## src/rtl/junction_controller.sv

```systemverilog
// junction_controller: two-way signal FSM with an optional pedestrian WALK phase.
// Define PED_CROSSING_EN to compile in WALK, the pending flag, walk and ped_ack.
module junction_controller #(
    parameter int unsigned T_GREEN     = 8,
    parameter int unsigned T_AMBER     = 2,
    parameter int unsigned T_RED_AMBER = 2,
    parameter int unsigned T_ALLRED    = 1,
    parameter int unsigned T_WALK      = 4
) (
    input  logic clk,
    input  logic rst_n,
    input  logic ped_req,
    output logic ped_ack,
    output logic ns_red,
    output logic ns_amber,
    output logic ns_green,
    output logic ew_red,
    output logic ew_amber,
    output logic ew_green,
    output logic walk
);

    localparam int unsigned M1    = (T_GREEN > T_AMBER) ? T_GREEN : T_AMBER;
    localparam int unsigned M2    = (M1 > T_RED_AMBER) ? M1 : T_RED_AMBER;
    localparam int unsigned M3    = (M2 > T_ALLRED) ? M2 : T_ALLRED;
    localparam int unsigned T_MAX = (M3 > T_WALK) ? M3 : T_WALK;
    localparam int unsigned CW    = $clog2(T_MAX + 1);

    typedef enum logic [3:0] {
        NS_GREEN,
        NS_AMBER,
        ALLRED_A,
        EW_RED_AMBER,
        EW_GREEN,
        EW_AMBER,
        ALLRED_B,
`ifdef PED_CROSSING_EN
        NS_RED_AMBER,
        WALK
`else
        NS_RED_AMBER
`endif
    } state_e;

    state_e        state_q, state_d;
    logic [CW-1:0] cnt_q, cnt_d;
    logic [2:0]    ns_lamp, ew_lamp;

    // Counter holds the cycles left in the current state, including this one.
    function automatic logic [CW-1:0] dwell(input state_e s);
        case (s)
            NS_GREEN, EW_GREEN:         dwell = CW'(T_GREEN);
            NS_AMBER, EW_AMBER:         dwell = CW'(T_AMBER);
            NS_RED_AMBER, EW_RED_AMBER: dwell = CW'(T_RED_AMBER);
`ifdef PED_CROSSING_EN
            WALK:                       dwell = CW'(T_WALK);
`endif
            default:                    dwell = CW'(T_ALLRED);
        endcase
    endfunction

`ifdef PED_CROSSING_EN
    logic pend_q, pend_d;
    logic ack_q, ack_d;
    logic resume_ew_q, resume_ew_d;
    logic enter_walk;
`else
    logic ped_req_unused;
    assign ped_req_unused = ped_req;
`endif

    always_ff @(posedge clk or negedge rst_n) begin
        if (!rst_n) begin
            state_q <= ALLRED_B;
            cnt_q   <= CW'(T_ALLRED);
        end else begin
            state_q <= state_d;
            cnt_q   <= cnt_d;
        end
    end

    always_comb begin
        state_d = state_q;
        cnt_d   = cnt_q - 1'b1;
        if (cnt_q == CW'(1)) begin
            case (state_q)
                NS_RED_AMBER: state_d = NS_GREEN;
                NS_GREEN:     state_d = NS_AMBER;
                NS_AMBER:     state_d = ALLRED_A;
                ALLRED_A:     state_d = EW_RED_AMBER;
                EW_RED_AMBER: state_d = EW_GREEN;
                EW_GREEN:     state_d = EW_AMBER;
                EW_AMBER:     state_d = ALLRED_B;
                ALLRED_B:     state_d = NS_RED_AMBER;
`ifdef PED_CROSSING_EN
                WALK:         state_d = resume_ew_q ? EW_RED_AMBER : NS_RED_AMBER;
`endif
                default:      state_d = ALLRED_B;
            endcase
`ifdef PED_CROSSING_EN
            if ((state_q == ALLRED_A || state_q == ALLRED_B) && pend_q)
                state_d = WALK;
`endif
            cnt_d = dwell(state_d);
        end
    end

`ifdef PED_CROSSING_EN
    assign enter_walk = (state_d == WALK) && (state_q != WALK);

    // A request seen on the entry edge is absorbed by the walk it triggers.
    always_comb begin
        pend_d      = enter_walk ? 1'b0 : (pend_q | ped_req);
        ack_d       = enter_walk;
        resume_ew_d = enter_walk ? (state_q == ALLRED_A) : resume_ew_q;
    end

    always_ff @(posedge clk or negedge rst_n) begin
        if (!rst_n) begin
            pend_q      <= 1'b0;
            ack_q       <= 1'b0;
            resume_ew_q <= 1'b0;
        end else begin
            pend_q      <= pend_d;
            ack_q       <= ack_d;
            resume_ew_q <= resume_ew_d;
        end
    end

    assign ped_ack = ack_q;
    assign walk    = (state_q == WALK);
`else
    assign ped_ack = 1'b0;
    assign walk    = 1'b0;
`endif

    always_comb begin
        ns_lamp = 3'b100;
        ew_lamp = 3'b100;
        case (state_q)
            NS_RED_AMBER: ns_lamp = 3'b110;
            NS_GREEN:     ns_lamp = 3'b001;
            NS_AMBER:     ns_lamp = 3'b010;
            EW_RED_AMBER: ew_lamp = 3'b110;
            EW_GREEN:     ew_lamp = 3'b001;
            EW_AMBER:     ew_lamp = 3'b010;
            default:      ;
        endcase
    end

    assign {ns_red, ns_amber, ns_green} = ns_lamp;
    assign {ew_red, ew_amber, ew_green} = ew_lamp;

endmodule
```

## config.mk

```make
export PLATFORM = sky130hd
export DESIGN_NAME = junction_controller
export DESIGN_NICKNAME = d
export VERILOG_FILES = /design/src/rtl/junction_controller.sv
export SDC_FILE = /design/constraint.sdc
export NUM_CORES = 1
export LEC_CHECK = 0
export BUFFER_PORTS_ARGS = -buffer_cell sky130_fd_sc_hd__buf_2
export CORE_AREA = 2 2 39 41
export CTS_CLUSTER_DIAMETER = 40
export DETAILED_ROUTE_END_ITERATION = 10
export DIE_AREA = 0 0 41 43
export PLACE_DENSITY = 0.62
export SLEW_MARGIN = 20
export SYNTH_ARGS = -nofsm -noshare
export SYNTH_HDL_FRONTEND = slang
export SYNTH_SLANG_ARGS = --single-unit
```

## constraint.sdc

```tcl
create_clock -name clk -period 1.9 [get_ports clk]
set_clock_uncertainty 0.1 [all_clocks]
set_input_delay 0.19 -clock clk [delete_from_list [all_inputs] [get_ports clk]]
set_output_delay 0.19 -clock clk [all_outputs]
set_load 0.01 [all_outputs]
```

==> results of run 1 <==
worst min-delay path by stage:
stage / slack, ns / end / start / cells past startpoint
4_1_cts: 0.20 / cnt_q[2] / rst_n / 2
2_1_floorplan: -0.21 / cnt_q[1] / rst_n / 0
3_5_place_dp: -0.07 / cnt_q[3] / rst_n / 1
5_1_grt: 0.23 / cnt_q[2] / rst_n / 2
3_3_place_gp: -0.07 / cnt_q[3] / rst_n / 1
6_report: 0.20 / cnt_q[2] / rst_n / 2
cell families (layout without fill, tap and decap cells):
group           Yosys count  in the layout  synth area share
other cells               1              2           0.00814
fa+ha+maj                 6              6             0.163
compound gates            9              9             0.128
buf+inv                   7             16            0.0733
mux                       3              3            0.0706
xor+xnor                  2              2            0.0381
flops                     7              7             0.389
simple gates              8              8             0.130
registers in the layout (all words and copies together), names as in the netlist:
name / flops
cnt_q: 4
state_q: 3
power by group through the flow:
| stage | Sequential [W] | Combinational [W] | Clock (W) |
|---|---|---|---|
| final | 0.000150 | 0.00000672 | 0.000131 |
| after global routing | 0.000149 | 0.00000801 | 0.000148 |
| after CTS | 0.000150 | 0.00000696 | 0.000137 |
| after detailed placement | 0.000152 | 0.00000539 | 0 |
| after global placement | 0.000152 | 0.00000543 | 0 |
| after floorplan | 0.000152 | 0.00000477 | 0 |
through the flow:
step                      utilization  hold WS (ns)
final                           0.388         0.205
after global routing            0.388         0.232
after CTS                       0.388         0.200
after detailed placement        0.362       -0.0707
after global placement          0.362       -0.0699
after floorplan                     -        -0.206
cell type report:
type	instances	area, µm²	share of cell area
Timing Repair Buffer	8	45.0	0.0839
Inverter	4	15.0	0.0280
Clock buffer	4	26.3	0.0490
Multi-Input combinational cell	30	251	0.469
Sequential cell	7	179	0.333
Tap cell	16	20.0	0.0373
layout by cell type, fill, tap and decap left out, types with 2 or more instances in the layout:
cell      Yosys  final
clkbuf_4      0      3
xnor2_1       2      2
buf_2         0      7
ha_1          6      6
dfrtp_1       4      4
inv_1         4      4
dfstp_2       3      3
o21ai_0       3      3
mux2_2        2      2
conb_1        1      2
critical path, stage by stage (launching register included):
cell and delay [ns]:
dfstp_2 0.53, inv_1 0.06, ha_1 0.21, mux2_2 0.26, buf_2 0.14
metal layers:
metal	global-route usage	vias up
met5	0	-
met4	0.0600	0
met3	0.0157	0
met2	0.153	2
met1	0.127	152
li1	-	159
what timing repair did:
item,CTS,global route
hold buffers,1,0
hold endpoints to repair,7,0
gates resized for setup,0,0
==> out/results.txt, run 1 <==
Post-DP Area: 500 µm²
reg2reg path depth: 5
Starting Density: 0.333
arrival time worst endpoint: 1.45 ns
P_sw: 0.0000555 W
Final nets: 63
sequential share of the synthesized area: 0.389
Post-CTS Setup Inserts: 0
R2R setup slack: 0.28 ns
total grt overflow: 0
placed cell count: 64
Routed WL per cell: 10.1 µm
Yosys cell types: 25
area share of the largest cell type after synthesis: 0.217
Placement Rows: 14
post-route ant nets: 0
met3 wire length: 8 µm
CP endpoint kind: output port
CTS root buffer: clkbuf_4
async set-reset flop share out of synthesis: 1.00
synth cell count leaders: ha_1 (6), dfrtp_1 (4), inv_1 (4)
Cell Area, Synth: 460 µm²
Worst Path Required: 1.61 ns
largest net degree at the start of global routing: 10
status: completed
syn_area_per_cell: 10.7 µm²
final cell count without fillers: 69
CP Capture Point: ew_amber
critical path type: reg -> out
Crit Path Max Fanout: 4
reg2reg start: state_q[0]
Comb pwr share: 0.023
total wire length: 696 µm
initial antenna violation count: 0
layout cells sized above 1: 0.321
DRT Pass-1 Iters: 2
Setup TNS: 0 ns
register bit total from synthesis: 7
clk slew on worst S/H paths: 0.05 ns
first-pass GRT wire length: 1220 µm
vias in the first global route: 310
startpoint types: flop
CTS tree: done
final critical-path required period: 1.74 ns
Setup violations, final: 0
Tot GR Track Use: 0.101
clk_lat worst skew: 0.24 ns
IO buf count: 7
Vias/cell: 4.54
DRT met1 WL: 313 µm
dominant synthesized flop cell: dfrtp_1
Final WS setup: 0.160 ns
post-route cell area: 537 µm²
CTS Sinks: 7
Worst setup startpoint: state_q[1]
Core ar.: 1380 µm²
Slew Limit Fails: 0
Vias: 313
Synth area leader: dfrtp_1
Peak VDD IR: 163 µV
sequential cell fraction of total power: 0.521
Post-Synthesis Cells: 43
Pleak: 0.241 nW
Max Used Layer: met3
FF-to-FF End: cnt_q[3]
Filler cells: 142
Final GP Congestion: 0.633
die area: 1760 µm²
DRC viols: 0
detailed placement HPWL: 530 µm
Power Density: 535 nW/µm²
Top Ports: 11
total CTS buffers: 3
worst hold path type: in -> async
Syn-to-layout area delta: 16.6%
Switching Share: 0.193
n_diodes: 0
top-count cell post-synth: ha_1
1st-iter DRT viols: 1
WL met2: 374 µm
fin crit share: 0.916
Warnings, synthesis: 0
width of the chip: 41 µm
fmax: 0.575 GHz
Die H: 43 µm
Clock Path Buffers: 2
Max H-tree Level: 1
top cells by area in the synthesized netlist: dfrtp_1 (22%), dfstp_2 (17%), ha_1 (16%)
P_int: 0.000232 W
Hold Violations, Final: 0
pre-CTS WS: 0.279 ns
RSZ-0062 raised after global routing: false
Max Cap Viol: 0
clock power share: 0.456
Power Total: 0.000287 W
Post-synth EDFFs: 0
Note: power is estimated with default switching activity, not from simulation.
==> run 2: changes to the inputs <==
BUFFER_PORTS_ARGS = -buffer_cell sky130_fd_sc_hd__clkbuf_2   (was -buffer_cell sky130_fd_sc_hd__buf_2)
==> run 2 against run 1 <==
Against the previous run:
- design area up 0.23%
- sequential share of layout area down 0.078 points
- routed wire length down 3.7%
- first-iteration DRC count up 100%
- critical endpoint unchanged
- clock power up 5%
- fmax down 0.29%
- sequential cell count unchanged
- global-route usage down 0.20 points
- sequential power about the same
- critical path depth unchanged
- largest power group unchanged
- die area unchanged
==> out/results.txt, run 2 (same netlist as run 1, synthesis figures left out) <==
status: completed (unchanged)
Die H: 43 µm (unchanged)
Core Util, Final: 0.389 (was 0.388)
PostCTS Resize Cnt: 0 (unchanged)
layout cells sized above 1: 0.340 (was 0.321)
critical path type: reg -> out (unchanged)
Starting Density: 0.333 (unchanged)
Placement Rows: 14 (unchanged)
Power Density: 548 nW/µm² (was 535 nW/µm²)
Tot GR Track Use: 0.0989 (was 0.101)
Crit Path Max Fanout: 4 (unchanged)
CP endpoint kind: output port (unchanged)
Top reg by flops: cnt_q (unchanged)
Pleak: 0.243 nW (was 0.241 nW)
1st-iter DRT viols: 2 (was 1)
Max H-tree Level: 1 (unchanged)
n_diodes: 0 (unchanged)
Top Ports: 11 (unchanged)
Worst setup startpoint: state_q[1] (unchanged)
worst hold path type: in -> async (unchanged)
IO buf count: 7 (unchanged)
CP max-delay cell: dfstp_2 (unchanged)
Vias: 314 (was 313)
vias in the first global route: 316 (was 310)
reg2reg path depth: 4 (was 5)
post-route cell area: 538 µm² (was 537 µm²)
total wire length: 670 µm (was 696 µm)
die area: 1760 µm² (unchanged)
DRT Pass-1 Iters: 2 (unchanged)
post-route ant nets: 0 (unchanged)
first-pass GRT wire length: 1180 µm (was 1220 µm)
Final nets: 63 (unchanged)
hold_ws: 0.199 ns (was 0.205 ns)
Worst Path Required: 1.61 ns (about the same)
fmax: 0.573 GHz (was 0.575 GHz)
Core ar.: 1380 µm² (unchanged)
commonest non-fill, non-tap cell in the layout: clkbuf_2 (was buf_2)
clk_lat worst skew: 0.25 ns (was 0.24 ns)
CTS Sinks: 7 (unchanged)
critical path depth: 4 (unchanged)
largest net degree at the start of global routing: 10 (unchanged)
reg2reg start: cnt_q[0] (was state_q[0])
Worst path max stage delay: 0.54 ns (was 0.53 ns)
cell family with most CP delay: flip-flops (unchanged)
width of the chip: 41 µm (unchanged)
Peak VDD IR: 184 µV (was 163 µV)
FF-to-FF End: state_q[2] (was cnt_q[3])
fin crit share: 0.918 (was 0.916)
CP Capture Point: ew_amber (unchanged)
Final GP Congestion: 0.631 (was 0.633)
Worst Path Buf+Inv: 2 (unchanged)
Hold Violations, Final: 0 (unchanged)
CP Cell Sequence: inv_1 > ha_1 > mux2_2 > clkbuf_2 (was inv_1 > ha_1 > mux2_2 > buf_2)
final critical-path required period: 1.74 ns (about the same)
total CTS buffers: 3 (unchanged)
RSZ-0062 raised after global routing: false (unchanged)
Vias/cell: 4.55 (was 4.54)
Slew Limit Fails: 0 (unchanged)
Post-DP Area: 500 µm² (unchanged)
R2R setup slack: 0.30 ns (was 0.28 ns)
arrival time worst endpoint: 1.45 ns (about the same)
Max Cap Viol: 0 (unchanged)
most frequent cells in the layout: clkbuf_2 (7), ha_1 (6), inv_1 (4), dfrtp_1 (4) (was buf_2 (7), ha_1 (6), inv_1 (4), dfrtp_1 (4))
CTS tree: done (unchanged)
Largest register FFs: 4 (unchanged)
Setup violations, final: 0 (unchanged)
Setup TNS: 0 ns (unchanged)
DRC viols: 0 (unchanged)
clk slew on worst S/H paths: 0.06 ns (was 0.05 ns)
total grt overflow: 0 (unchanged)
Syn-to-layout area delta: 16.8% (was 16.6%)
CTS root buffer: clkbuf_4 (unchanged)
detailed placement HPWL: 534 µm (was 530 µm)
startpoint types: flop (unchanged)
Clock Path Buffers: 2 (unchanged)
Top Registers: cnt_q (4), state_q (3) (unchanged)
Routed WL per cell: 9.71 µm (was 10.1 µm)
initial antenna violation count: 0 (unchanged)
Power Total: 0.000295 W (was 0.000287 W)
## run 2: cell count changes in the layout (fill, tap and decap cells not counted)
cell,delta
buf_2,-7
clkinv_2,+1
clkbuf_2,+7
clkbuf_1,-1
## run 2: through the flow
step | cells | setup WS, ns
2_1_floorplan | 44 | 0.398
3_3_place_gp | 64 | 0.313
3_5_place_dp | 64 | 0.297
4_1_cts | 69 | 0.141
5_1_grt | 69 | 0.0721
6_report | 69 | 0.155
## run 2: repair_timing
action / 4_1_cts / 5_1_grt
hold endpoints to repair: 7 / 0
setup buffers: 0 / 0
hold buffers: 1 / 0
## run 2: metal layers
layer	part of all wire	vias up	global-route usage
li1	-	158	-
met1	0.40	152	0.0980
met2	0.57	4	0.166
met3	0.024	0	0.0314
met4	0	0	0.0600
met5	0	-	0
## run 2: worst min path at each step
stage | start | end | slack, ns | depth (start not counted)
6_report | rst_n | cnt_q[3] | 0.20 | 2
5_1_grt | rst_n | cnt_q[3] | 0.23 | 2
4_1_cts | rst_n | cnt_q[3] | 0.20 | 2
3_5_place_dp | rst_n | cnt_q[3] | -0.07 | 1
3_3_place_gp | rst_n | cnt_q[3] | -0.07 | 1
2_1_floorplan | rst_n | cnt_q[1] | -0.21 | 0
## run 2: where the power goes
part           internal [W]  switching, W    total, W  leakage (nW)
registers          0.000149             0    0.000149        0.0779
clock network     0.0000772     0.0000612    0.000138        0.0177
logic            0.00000207    0.00000466  0.00000673         0.147
## run 2: area by class of cell
class                           count  area, µm²
Clock buffer                        3       22.5
Tap cell                           16       20.0
Multi-Input combinational cell     30        251
Timing Repair Buffer                8       45.0
Sequential cell                     7        179
Clock inverter                      1       5.00
Fill cell                         143        846
Inverter                            4       15.0
